==> config.mk <==
export PLATFORM = sky130hd
export DESIGN_NAME = uart_tx_arbiter
export DESIGN_NICKNAME = d
export VERILOG_FILES = /design/src/rtl/uart_tx_arbiter.sv
export SDC_FILE = /design/constraint.sdc
export NUM_CORES = 1
export LEC_CHECK = 0
export ABC_CLOCK_PERIOD_IN_PS = 1600
export CAP_MARGIN = 10
export CORE_MARGIN = 4
export CORE_UTILIZATION = 42
export CTS_BUF_LIST = sky130_fd_sc_hd__clkbuf_8
export DETAILED_ROUTE_END_ITERATION = 10
export PLACE_DENSITY = 0.79
export SYNTH_ARGS = -nofsm -noshare
export SYNTH_HDL_FRONTEND = slang
export SYNTH_SLANG_ARGS = --single-unit
==> constraint.sdc <==
create_clock -name clk_i -period 1.6 [get_ports clk_i]
set_input_delay 0.16 -clock clk_i [delete_from_list [all_inputs] [get_ports clk_i]]
set_output_delay 0.16 -clock clk_i [all_outputs]
set_load 0.02 [all_outputs]
==> src/rtl/uart_tx_arbiter.sv <==
`timescale 1ns/1ps
// -----------------------------------------------------------------------------
// uart_tx_arbiter
//   Shares one UART_TX byte transmitter among NREQ byte-stream requesters.
//   A requester is picked round-robin, but the current owner may keep the
//   grant for up to BURST_LEN consecutive bytes while others wait. Each byte is
//   handed to UART_TX with a one-cycle tx_start pulse. The arbiter then waits
//   for tx_busy to rise and fall before it accepts the next byte. If tx_busy
//   does not rise within BUSY_TMO cycles, the byte is dropped and the sticky
//   tx_err flag is set.
//
//   Optional feature macro: UART_TX_ARB_TAG_EN
//     When defined, a tag byte 8'hA0|id is sent ahead of a data byte whenever
//     the source id differs from the id of the last tag actually sent. This
//     also applies to the first byte after reset.
//
// Ports
//   clk_i        clock
//   reset_n_i    synchronous reset, active low
//   req_valid_i  [NREQ]    requester i offers req_data_i[8*i+:8]
//   req_data_i   [8*NREQ]  packed request bytes
//   req_ready_o  [NREQ]    one-hot accept strobe (combinational)
//   sdata_o      [8]       byte to UART_TX, stable from START until IDLE
//   tx_start_o             one-cycle start pulse to UART_TX
//   tx_busy_i              UART_TX busy
//   grant_id_o   [3]       id of the last accepted requester
//   busy_o                 high whenever the FSM is not in IDLE
//   tx_err_o               sticky: tx_busy failed to rise in time
// -----------------------------------------------------------------------------
module uart_tx_arbiter #(
  parameter int NREQ      = 4,
  parameter int BURST_LEN = 4,
  parameter int BUSY_TMO  = 8
) (
  input  logic              clk_i,
  input  logic              reset_n_i,
  input  logic [NREQ-1:0]   req_valid_i,
  input  logic [8*NREQ-1:0] req_data_i,
  output logic [NREQ-1:0]   req_ready_o,
  output logic [7:0]        sdata_o,
  output logic              tx_start_o,
  input  logic              tx_busy_i,
  output logic [2:0]        grant_id_o,
  output logic              busy_o,
  output logic              tx_err_o
);

  localparam int PTRW = $clog2(NREQ);
  localparam int BW   = $clog2(BURST_LEN + 1);
  localparam int CNTW = $clog2(BUSY_TMO);
  localparam logic [BW-1:0]   BURST_MAX = BW'(BURST_LEN);
  localparam logic [CNTW-1:0] TMO_LAST  = CNTW'(BUSY_TMO - 1);

`ifdef UART_TX_ARB_TAG_EN
  typedef enum logic [2:0] {
    S_IDLE        = 3'd0,
    S_START       = 3'd1,
    S_WAIT_HI     = 3'd2,
    S_WAIT_LO     = 3'd3,
    S_TAG_START   = 3'd4,
    S_TAG_WAIT_HI = 3'd5,
    S_TAG_WAIT_LO = 3'd6
  } state_e;
`else
  typedef enum logic [1:0] {
    S_IDLE    = 2'd0,
    S_START   = 2'd1,
    S_WAIT_HI = 2'd2,
    S_WAIT_LO = 2'd3
  } state_e;
`endif

  state_e          state_q, state_d;
  logic [7:0]      sdata_q, sdata_d;
  logic            tx_start_q, tx_start_d;
  logic [2:0]      grant_q, grant_d;
  logic            busy_q, busy_d;
  logic            err_q, err_d;
  logic [PTRW-1:0] ptr_q, ptr_d;
  logic [BW-1:0]   burst_q, burst_d;
  logic            owner_vld_q, owner_vld_d;
  logic [CNTW-1:0] tmo_q, tmo_d;
`ifdef UART_TX_ARB_TAG_EN
  logic [7:0]      data_q, data_d;
  logic [2:0]      last_id_q, last_id_d;
  logic            last_vld_q, last_vld_d;
`endif

  logic            win_vld_s;
  logic [PTRW-1:0] win_id_s;
  logic [PTRW-1:0] idx_s;
  logic            keep_s;
  logic            accept_s;
  logic [7:0]      win_byte_s;

  // Winner selection and the combinational accept strobe
  always_comb begin
    win_vld_s = 1'b0;
    win_id_s  = '0;
    idx_s     = '0;
    // ptr_q is the current owner; it may keep the grant until its burst is used up
    keep_s    = owner_vld_q && req_valid_i[ptr_q] && (burst_q < BURST_MAX);
    // Scan from the farthest candidate to the nearest, so the first valid
    // requester after ptr_q wins. The owner itself is the last choice.
    for (int k = NREQ; k >= 1; k--) begin
      idx_s     = PTRW'((int'(ptr_q) + k) % NREQ);
      win_id_s  = req_valid_i[idx_s] ? idx_s : win_id_s;
      win_vld_s = win_vld_s | req_valid_i[idx_s];
    end
    win_id_s    = keep_s ? ptr_q : win_id_s;
    win_byte_s  = 8'(req_data_i >> {win_id_s, 3'b000});
    // No accept while UART_TX is busy, even if this arbiter did not start it
    accept_s    = reset_n_i && (state_q == S_IDLE) && !tx_busy_i && win_vld_s;
    req_ready_o = accept_s ? (NREQ'(1) << win_id_s) : '0;
  end

  // Round-robin pointer, owner and burst bookkeeping
  always_comb begin
    ptr_d       = ptr_q;
    burst_d     = burst_q;
    owner_vld_d = owner_vld_q;
    if (accept_s) begin
      owner_vld_d = 1'b1;
      if (owner_vld_q && (win_id_s == ptr_q)) begin
        burst_d = (burst_q == BURST_MAX) ? burst_q : burst_q + BW'(1);
      end else begin
        ptr_d   = win_id_s;
        burst_d = BW'(1);
      end
    end else if ((state_q == S_IDLE) && owner_vld_q && !req_valid_i[ptr_q]) begin
      // Owner went quiet between bytes: its burst ends here
      burst_d     = '0;
      owner_vld_d = 1'b0;
    end else begin
      burst_d = burst_q;
    end
  end

  // Byte sequencing FSM: next state and registered-output next values
  always_comb begin
    state_d    = state_q;
    sdata_d    = sdata_q;
    grant_d    = grant_q;
    err_d      = err_q;
    tmo_d      = tmo_q;
    tx_start_d = 1'b0;
`ifdef UART_TX_ARB_TAG_EN
    data_d     = data_q;
    last_id_d  = last_id_q;
    last_vld_d = last_vld_q;
`endif
    case (state_q)
      S_IDLE: begin
        if (accept_s) begin
          grant_d    = 3'(win_id_s);
          tx_start_d = 1'b1;
`ifdef UART_TX_ARB_TAG_EN
          data_d = win_byte_s;
          if (!last_vld_q || (last_id_q != 3'(win_id_s))) begin
            sdata_d = {5'b10100, 3'(win_id_s)};
            state_d = S_TAG_START;
          end else begin
            sdata_d = win_byte_s;
            state_d = S_START;
          end
`else
          sdata_d = win_byte_s;
          state_d = S_START;
`endif
        end else begin
          state_d = S_IDLE;
        end
      end
      S_START: begin
        state_d = S_WAIT_HI;
        tmo_d   = '0;
      end
      S_WAIT_HI: begin
        if (tx_busy_i) begin
          state_d = S_WAIT_LO;
        end else if (tmo_q == TMO_LAST) begin
          err_d   = 1'b1;
          state_d = S_IDLE;
        end else begin
          tmo_d = tmo_q + CNTW'(1);
        end
      end
      S_WAIT_LO: begin
        if (!tx_busy_i) begin
          state_d = S_IDLE;
        end else begin
          state_d = S_WAIT_LO;
        end
      end
`ifdef UART_TX_ARB_TAG_EN
      S_TAG_START: begin
        state_d = S_TAG_WAIT_HI;
        tmo_d   = '0;
      end
      S_TAG_WAIT_HI: begin
        if (tx_busy_i) begin
          state_d = S_TAG_WAIT_LO;
        end else if (tmo_q == TMO_LAST) begin
          // Tag lost: the data byte behind it is dropped too
          err_d   = 1'b1;
          state_d = S_IDLE;
        end else begin
          tmo_d = tmo_q + CNTW'(1);
        end
      end
      S_TAG_WAIT_LO: begin
        if (!tx_busy_i) begin
          sdata_d    = data_q;
          tx_start_d = 1'b1;
          last_id_d  = grant_q;
          last_vld_d = 1'b1;
          state_d    = S_START;
        end else begin
          state_d = S_TAG_WAIT_LO;
        end
      end
`endif
      default: begin
        state_d = S_IDLE;
      end
    endcase
    busy_d = (state_d != S_IDLE);
  end

  // State and output registers with synchronous active-low reset
  always_ff @(posedge clk_i) begin
    if (!reset_n_i) begin
      state_q     <= S_IDLE;
      sdata_q     <= 8'h00;
      tx_start_q  <= 1'b0;
      grant_q     <= 3'd0;
      busy_q      <= 1'b0;
      err_q       <= 1'b0;
      ptr_q       <= '0;
      burst_q     <= '0;
      owner_vld_q <= 1'b0;
      tmo_q       <= '0;
`ifdef UART_TX_ARB_TAG_EN
      data_q      <= 8'h00;
      last_id_q   <= 3'd0;
      last_vld_q  <= 1'b0;
`endif
    end else begin
      state_q     <= state_d;
      sdata_q     <= sdata_d;
      tx_start_q  <= tx_start_d;
      grant_q     <= grant_d;
      busy_q      <= busy_d;
      err_q       <= err_d;
      ptr_q       <= ptr_d;
      burst_q     <= burst_d;
      owner_vld_q <= owner_vld_d;
      tmo_q       <= tmo_d;
`ifdef UART_TX_ARB_TAG_EN
      data_q      <= data_d;
      last_id_q   <= last_id_d;
      last_vld_q  <= last_vld_d;
`endif
    end
  end

  assign sdata_o    = sdata_q;
  assign tx_start_o = tx_start_q;
  assign grant_id_o = grant_q;
  assign busy_o     = busy_q;
  assign tx_err_o   = err_q;

endmodule
==> out/metrics.yaml <==
synth-main-ff-cell: "dfxtp_1"
grt.total_usage_pct: 17.8
die_h_um: 69.8
clock_sinks: 24
whs_path_depth: 2
synth_edf_count: 0
cp_max_fo: 4
placed_cells: 294
yosysMostFrequentCell: "dfxtp_1"
ys_top_cells_by_count: "dfxtp_1, nand2_1, nor2_1, o21ai_1"
vias: 1598
r2r_cells: 9
grt_max_degree: 16
peakVddDrop_v: 0.000507
p_total_mw: 1.93
synth_area_leaders: "dfxtp_1, mux2_4, mux2i_1, a22oi_2, o21ai_1"
crit_path_start_kind: "flip-flop"
syn-cell-area_sq_um: 1600
timing.rr.start: "ptr_q[1]"
tritoncts: "built"
seq_area_frac_synth_pct: 30.0
synth_nets: 217
status: "finished with violations"
setup_ws_ns: -0.490
hold_class: "reg2reg"
hp-start: "tmo_q[2]"
ys_async_sr_fraction_pct: 0
syn_area_per_cell_sq_um: 9.20
port_buffers: 55
drc: 0
syn_inst: 174
first_pass_iters: 4
worstPathRequired_ns: 1.44
drt_iter0_markers: 25
post-route-util_pct: 72.0
cp.arrival_ns: 1.93
timing.critical_path.from: "ptr_q[1]"
antenna_found_initial: 0
drive_above_1_share_pct: 36.8
fillers: 276
cap_violations: 0
io_pins: 57
synth_cell_types: 49
std_cell_rows: 22
hold_buffers: 0
coreArea_sq_um: 3660
gp_congestion: 0.880
cts_buffers: 3
areaGrowthSynthToFinish_pct: 64.6
ys_ff_latch: 24
die-area_sq_um: 4870
fin_skew_ns: 0.00258
n_antenna_cell: 0
synth.top_cell.area_share_pct: 30.0
cts.clk_slew.worst_paths_ns: 0.08
grt_remaining_overflow: 0
rrSetupSlack_ns: -0.47
grt_pass1_vias: 1627
clockBufferDepth: 2
yosysTopAreaCell: "dfxtp_1"
place_ws_ns: -0.909
nets: 302
crit_type: "reg2out"
chipWidth_um: 69.8
crit_end: "req_ready_o[3]"
fmax_mhz: 478
final-setup-viol-count: 18
wirelength_mm: 4.40
place_area_sq_um: 2400
fin_area_sq_um: 2640
slew_violations: 0
violations: "setup timing"
stdcell_count: 306
period_share_pct: 131
clockRootBuffer: "clkbuf_8"
dp_hpwl_mm: 3.24
start_util_pct: 43.7
ant_nets: 0
end_kind: "primary output"
yosysWarnings: 0
via_per_inst: 5.22
clkLatencyLatePin_ns: 0.26
grt_pass1_wl_mm: 7.30
power_density_nw_per_um2: 731
period_minus_slack_ns: 2.09
rsz0062_at_grt: "true"
reg2reg_to: "sdata_o[1]"
finalHoldViolCount: 0
leakage_nw: 1.11
wire_per_inst_um: 14.4
h-tree-depth: 1
[metrics by stage]
stage / setup TNS (ns) / hold slack [ns]
2_1_floorplan: -2.68 / 0.299
3_3_place_gp: -13.29 / 0.468
3_5_place_dp: -13.74 / 0.479
4_1_cts: -6.95 / 0.495
5_1_grt: -8.34 / 0.523
6_report: -6.96 / 0.492
[worst max-delay path, stage by stage (launching register included)]
cell     delay, ns
dfxtp_4       0.39
mux2_4        0.31
buf_6         0.12
a22oi_4       0.17
a32oi_4       0.18
buf_4         0.17
inv_2         0.07
and2_4        0.14
buf_6         0.11
[power breakdown]
part | total [mW] | internal, mW | switching, mW
clock | 0.410 | 0.220 | 0.190
sequential | 0.697 | 0.655 | 0.0419
combinational | 0.821 | 0.452 | 0.369
total | 1.93 | 1.33 | 0.601
[worst min-delay path by stage]
stage / endpoint / slack [ns]
3_5_place_dp: tx_err_o / 0.48
6_report: tmo_q[2] / 0.49
2_1_floorplan: state_q[0] / 0.30
4_1_cts: tmo_q[2] / 0.49
5_1_grt: sdata_o[5] / 0.52
3_3_place_gp: tmo_q[1] / 0.47
[cells by family (layout without fill, tap and decap cells)]
group	count (synthesis)	in the layout	synth area share, %
muxes	19	19	14.8
AOI/OAI and AO/OA	54	54	28.8
other	1	1	0.234
buffers and inverters	21	105	6.80
adders and majority gates	4	4	3.13
and+or+nand+nor	51	51	16.3
DFF	24	24	30.0
[registers in the layout, summed over array words and instances, names as in the netlist]
signal       cells
burst_q          3
owner_vld_q      1
tx_err_o         1
sdata_o          8
ptr_q            2
state_q          2
busy_o           1
tmo_q            3
grant_id_o       2
tx_start_o       1
[layer usage]
metal / vias up / routed length, um / global-route usage, %
met5: - / 0 / 0
met4: 0 / 72 / 3.19
met3: 8 / 220 / 3.77
met2: 38 / 2270 / 32.0
met1: 755 / 1830 / 22.0
li1: 797 / - / -
[layout by cell type (no fill, tap or decap), drive strengths merged, types with 2 or more instances in the layout]
cell type,netlist,routed
nor2b,5,5
a211o,2,2
clkbuf,1,4
ha,4,4
nor3b,2,2
buf,11,41
mux2i,9,9
clkdlybuf4s50,0,47
dlymetal6s2s,0,2
nand2,14,14
o21ai,17,17
nor2,11,11
or2,2,2
o311ai,2,2
dlygate4sd2,0,2
a21oi,6,6
inv,9,9
a21boi,5,5
a22oi,9,9
o221a,2,2
dfxtp,24,24
nand2b,2,2
nand3,7,7
mux2,10,10
a31oi,3,3
and2,5,5
[final cells by class]
type	count	area, sq um	share of cell area, %
Sequential cell	24	488	18.5
Inverter	9	33.8	1.28
Timing Repair Buffer	92	852	32.3
Tap cell	48	60.1	2.28
Multi-Input combinational cell	129	1150	43.5
Clock buffer	4	55.1	2.09
[what timing repair did]
item,CTS,global route
gates resized for setup,35,20
pin swaps,10,9
cloned,0,0
setup endpoints to repair,19,20
setup buffers,4,7
(Power assumes the default switching activity.)
